File: src/rtl/hlsm_launcher.sv
// Launcher that hands one operand triple to a downstream HLSM, waits for CEnd and presents the results.
// Optional watchdog on the WAIT state is enabled with `define HLSM_LAUNCH_TIMEOUT_EN.
module hlsm_launcher #(
    parameter int DATA_W  = 32,
    parameter int TIMEOUT = 64
) (
    input  logic              Clk,
    input  logic              Rst,
    input  logic              in_valid,
    output logic              in_ready,
    input  logic [DATA_W-1:0] in_a,
    input  logic [DATA_W-1:0] in_b,
    input  logic [DATA_W-1:0] in_c,
    output logic [DATA_W-1:0] a,
    output logic [DATA_W-1:0] b,
    output logic [DATA_W-1:0] c,
    output logic              CStart,
    input  logic              CEnd,
    input  logic [DATA_W-1:0] z_in,
    input  logic [DATA_W-1:0] x_in,
    output logic              out_valid,
    input  logic              out_ready,
    output logic [DATA_W-1:0] out_z,
    output logic [DATA_W-1:0] out_x,
    output logic              Error,
    input  logic              ErrorRst
);

    localparam int CNT_W = $clog2(TIMEOUT + 1);

    typedef enum logic [2:0] {
        S_IDLE,
        S_LAUNCH,
        S_WAIT,
        S_HOLD,
        S_ERR
    } state_e;

    state_e              state_q, state_d;
    logic [CNT_W-1:0]    cnt_q, cnt_d;
    logic [DATA_W-1:0]   a_q, a_d, b_q, b_d, c_q, c_d;
    logic [DATA_W-1:0]   z_q, z_d, x_q, x_d;
    logic                accept;

    assign accept = in_valid && (state_q == S_IDLE);

    // NOTE: every signal gets its hold value first, so no path through the case leaves one unassigned (no latches).
    always_comb begin
        state_d = state_q;
        cnt_d   = cnt_q;
        a_d     = a_q;
        b_d     = b_q;
        c_d     = c_q;
        z_d     = z_q;
        x_d     = x_q;
        case (state_q)
            S_IDLE: begin
                if (accept) begin
                    a_d     = in_a;
                    b_d     = in_b;
                    c_d     = in_c;
                    state_d = S_LAUNCH;
                end
            end
            S_LAUNCH: begin
                cnt_d   = '0;
                state_d = S_WAIT;
            end
            S_WAIT: begin
                // CEnd wins over an expiring watchdog in the same cycle.
                if (CEnd) begin
                    z_d     = z_in;
                    x_d     = x_in;
                    state_d = S_HOLD;
                end else begin
                    if (cnt_q != CNT_W'(TIMEOUT)) cnt_d = cnt_q + 1'b1;
`ifdef HLSM_LAUNCH_TIMEOUT_EN
                    if (cnt_q == CNT_W'(TIMEOUT - 1)) state_d = S_ERR;
`endif
                end
            end
            S_HOLD: begin
                if (out_ready) state_d = S_IDLE;
            end
            S_ERR: begin
`ifdef HLSM_LAUNCH_TIMEOUT_EN
                if (ErrorRst) state_d = S_IDLE;
`else
                state_d = S_IDLE;
`endif
            end
            default: state_d = S_IDLE;
        endcase
    end

    // NOTE: sequential state uses non-blocking assignments; the data registers are reset too so a/b/c and
    // out_z/out_x read as zero after Rst.
    always_ff @(posedge Clk) begin
        if (Rst) begin
            state_q <= S_IDLE;
            cnt_q   <= '0;
            a_q     <= '0;
            b_q     <= '0;
            c_q     <= '0;
            z_q     <= '0;
            x_q     <= '0;
        end else begin
            state_q <= state_d;
            cnt_q   <= cnt_d;
            a_q     <= a_d;
            b_q     <= b_d;
            c_q     <= c_d;
            z_q     <= z_d;
            x_q     <= x_d;
        end
    end

    assign in_ready  = (state_q == S_IDLE);
    assign CStart    = (state_q == S_LAUNCH);
    assign out_valid = (state_q == S_HOLD);
    assign a         = a_q;
    assign b         = b_q;
    assign c         = c_q;
    assign out_z     = z_q;
    assign out_x     = x_q;

`ifdef HLSM_LAUNCH_TIMEOUT_EN
    // ERR is only left through ErrorRst, so the flag is sticky by construction.
    assign Error = (state_q == S_ERR);
`else
    logic unused_error_rst;
    assign unused_error_rst = ErrorRst;
    assign Error            = 1'b0;
`endif

endmodule

File: config.mk
export PLATFORM = sky130hd
export DESIGN_NAME = hlsm_launcher
export DESIGN_NICKNAME = d
export VERILOG_FILES = /design/src/rtl/hlsm_launcher.sv
export SDC_FILE = /design/constraint.sdc
export NUM_CORES = 1
export LEC_CHECK = 0
export ABC_CLOCK_PERIOD_IN_PS = 2200
export CAP_MARGIN = 20
export CORE_ASPECT_RATIO = 0.9
export CORE_MARGIN = 4
export CORE_UTILIZATION = 38
export DETAILED_ROUTE_END_ITERATION = 10
export PLACE_DENSITY = 0.81
export SLEW_MARGIN = 15
export SYNTH_ARGS = -nofsm -noshare
export SYNTH_HDL_FRONTEND = slang
export SYNTH_SLANG_ARGS = --single-unit
File: constraint.sdc
create_clock -name Clk -period 2.2 [get_ports Clk]
set_input_delay 0.44 -clock Clk [delete_from_list [all_inputs] [get_ports Clk]]
set_output_delay 0.44 -clock Clk [all_outputs]
set_load 0.02 [all_outputs]
After elaboration in Yosys (flattened, before gate mapping)
Index checks and enable logic that the tools add are counted.

Equality and inequality tests: 6. Muxes and demuxes: 4. Reductions and logical operators: 5.

Operators by type and width (count): $pmux W3 S4 (1); $mux W3 (3); $eq A3 B2 Y1 const B (2); $ne A2 B1 Y1 const B (2); $reduce_and A2 Y1 (2); $eq A3 B1 Y1 const B (1); $logic_not A3 Y1 (1); $reduce_and A3 Y1 (1); $ne A2 B2 Y1 const B (1); $logic_and A1 B1 Y1 (1).

Register bits: 163. Input port bits: 166. Output and inout bits: 164. Logic and storage cells: 21.

Depth between registers and ports, before layout
Depth after elaboration: 4. Mapped depth: 8. Gate-level depth less buffers: 5.

Worst setup path after synthesis
Ideal clock, no wire load.

Kind: reg2reg. From: register state_q[0]. To: register state_q[0]. Library setup time: 0.121 ns. Arrival: 1.463 ns. Data required time: 2.079 ns. Path slack: 0.616 ns. Cell stages (with the launch flop): 5. Buffers on the path: 0. Clock period less this slack: 1.584 ns. Cells stage by stage: dfxtp_1 > inv_1 > ha_1 > a222oi_1 > mux2_2.

Longest elaborated chain between the ends: 4. Elaborated cells on any way between the ends: 10. Those cells by class: eq/ne: 6; mux: 1; reduce/logical: 3.

RTL lines: start: declaration (RTL line 39) `state_e state_q, state_d;`; start signal: assignment (RTL line 108) `state_q <= state_d;`; $logic_not A3 Y1 *; via in_ready (RTL line 10) `output logic in_ready,`; $logic_and A1 B1 Y1 (RTL line 45) `assign accept = in_valid && (state_q == S_IDLE);`; $ne A2 B1 Y1 (no line); $reduce_and A3 Y1 (no line).

Mark *: on every way through the listed nets, which the timed path passes. The rest lies on a longest branch. A chain may end at the register's enable or synchronous reset.

Worst setup path in the final report
From: register state_q[1]. To: output port CStart.

Longest elaborated chain between the ends: 1.

RTL lines: $eq A3 B1 Y1; end: declaration (RTL line 17) `output logic CStart,`.

Every way passes these cells.

==> results.toml <==
[power]
power_mw = 10.23
swShare_pct = 32.49
ir_drop_uv = 680.6
internal_power_mw = 6.909
p_seq_share_pct = 35.6
leakage_nw = 3.574
power.density_nw_per_um2 = 1044
power_switching_mw = 3.325
p_clk_share_pct = 30.0
pwr-share-comb_pct = 34.4

[clock_tree]
clk_latency_ps = 410
clock-sinks = 162
cts_max_level = 4
holdBufCountCts = 0
path_clk_slew_ps = 60
cts_inserted_buffers = 17
cts_buffer_depth = 2
cts_tree = "done"
post-cts-setup-buffer-count = 0
cts_root_buffer = "clkbuf_16"

[die]
dieWidth_um = 136.5
rows = 42
core_region_area_um2 = 14660
die_y_um = 123.7
dieArea_um2 = 16890
ios = 330
start_util_pct = 38.54

[worst_setup_path]
cp-start-kind = "flop"
crit_type = "reg -> out"
slowest_stage = "clkdlybuf4s50_1"
cp-end-kind = "primary output"
path_delay_family = "buffers and inverters"
cpPeakStageDelay_ps = 550
arrival_ps = 1640
worstPathRequired_ps = 1760
path_cells = "inv_1 -> ha_1 -> clkdlybuf4s50_1"
worstPathMaxFanout = 5
cp_num_buf_inv = 2

[route]
avgRoutedWirePerCell_um = 14.92
postRouteAntennaNets = 0
drtIter0Drc = 212
first_pass_iters = 4
wl_um = 18440
viasPerCell = 4.629
dr_total_vias = 5722
drcViolationCount = 0

[synthesis]
synth_area_leader_cell = "dfxtp_1"
avgSynthCellArea_um2 = 7.870
yosys.area.top_type_share_pct = 57.40
synthCells = 718
ys_warn_count = 0
syn_nets = 889
synth_area_um2 = 5650
synth.distinct_cells = 17
synthTopCellsByArea = "dfxtp_1 57%, nand2_1 21%, a21oi_1 14%"
ys_ff_latch = 162
ys_seq_area_share_pct = 57.40

[hold_path]
hp-class = "in -> reg"

[layout]
stdcell_area_um2 = 9799
nNetsFinal = 1195
layout-drive-gt1-share_pct = 4.822
area_growth_syn_to_layout_pct = 73.43
register_area_um2 = 3243
multi_input_area_um2 = 2158
fillers = 1192

[timing]
final_hold_viol_count = 0
setup_tns_ps = 0
rsz0062_at_grt = "false"
period_needed_ps = 2083
finalWorstSetupSlack_ps = 117.4
fin_crit_sh_pct = 94.66
setup_viol = 0
timing.clock.skew_ps = 7.233
drv_slew = 0
relSlewSlack_pct = 65.42
max_slew.worst_pin.slew_ps = 518.7
fmax_mhz = 480.2

[place]
hpwl_um = 13410
place_ws_ps = 217.4
io_buffers = 327
gp_congestion = 0.7814
placed_area_um2 = 9174

[global_route]
grt_max_degree = 87
antenna_found_initial = 1
grt_pass1_wl_um = 27810
grt_use_total_pct = 21.04
grt_pass1_vias = 5445
grt_overflow = 0

[outcome]
status = "complete, no violations"

[job]
max_cap_viol_count = 0
worst register-to-register path: cells and delay by family (launching register included):
family,cells,cell delay [ps]
multiplexers,1,390
AO/OA/AOI/OAI,1,510
buffers and inverters,1,100
flip-flops,1,380
adder cells (fa/ha/maj),1,260
Yosys cell counts, drive strengths merged:
| library cell | count |
|---|---|
| nor2 | 2 |
| inv | 5 |
| nand2b | 2 |
| a21oi | 160 |
| and2 | 2 |
| dfxtp | 162 |
| mux2i | 1 |
| nor3 | 1 |
| conb | 1 |
| a222oi | 1 |
| mux2 | 1 |
| clkbuf | 25 |
| nand2 | 322 |
| buf | 28 |
| ha | 5 |
kinds of logic after synthesis:
family          Yosys count  share of synthesized area (%)
simple gates            329                          22.05
other cells               1                        0.06637
mux                       2                         0.3764
buf+inv                  58                          4.650
flops                   162                          57.40
fa+ha+maj                 5                          1.107
compound gates          161                          14.35
cell type report:
cell class	count	area share, %
repair buffers	340	35.79
flip-flops and latches	162	33.09
clock inverters	11	1.545
well taps	198	2.528
clock buffers	21	4.801
inverters	5	0.1915
diodes	1	0.02554
multi-input cells	498	22.03
cells in the final DEF, fill, tap and decap left out, types with 2 or more instances in the layout:
| cell | count |
|---|---|
| a21oi_1 | 160 |
| buf_12 | 11 |
| buf_4 | 3 |
| bufinv_16 | 3 |
| clkbuf_16 | 17 |
| clkbuf_8 | 3 |
| clkdlybuf4s50_1 | 324 |
| clkinv_2 | 2 |
| clkinv_4 | 3 |
| dfxtp_1 | 162 |
| ha_1 | 5 |
| inv_1 | 5 |
| inv_6 | 2 |
| nand2_1 | 320 |
| nand2b_1 | 2 |
| nor2_1 | 2 |
worst paths after layout:
path	startpoint	to	slack (ps)	cells past startpoint
worst max-delay path	state_q[1]	CStart	120	3
worst min-delay path	Rst	b[3]	370	2
worst max register to register	state_q[0]	state_q[0]	460	4
worst min register to register	out_z[27]	out_z[27]	450	2
through the flow:
step	utilization (%)	std cells	hold WS (ps)
floorplan	-	718	497.0
finish	66.84	1236	371.5
global placement	62.57	1203	440.2
CTS	66.80	1235	359.0
detailed placement	62.57	1203	445.3
global route	66.84	1236	368.9
power groups by stage:
stage                     Sequential [mW]  Clock [mW]  Combinational, mW
after floorplan                      4.25           0               1.25
after global placement               3.68           0               3.52
after detailed placement             3.71           0               3.56
after CTS                            3.64        3.15               3.57
after global routing                 3.70        3.26               3.82
final                                3.64        3.07               3.52
layer usage:
metal,global-route usage [%],vias up,wire [um]
li1,-,2902,-
met1,21.68,2580,6624
met2,36.82,216,9204
met3,10.90,24,2269
met4,7.242,0,343
met5,0,-,0
registers in the layout, summed over array words and instances, names as in the netlist:
| name | cells |
|---|---|
| c | 32 |
| state_q | 2 |
| out_z | 32 |
| a | 32 |
| b | 32 |
| out_x | 32 |
timing repair:
| item | in CTS | in global routing |
|---|---|---|
| gates resized for setup | 1 | 1 |
| pin swaps | 0 | 0 |
| hold endpoints to repair | 0 | 0 |
| setup endpoints to repair | 1 | 1 |
No activity file was read; power rests on OpenSTA's default activity.
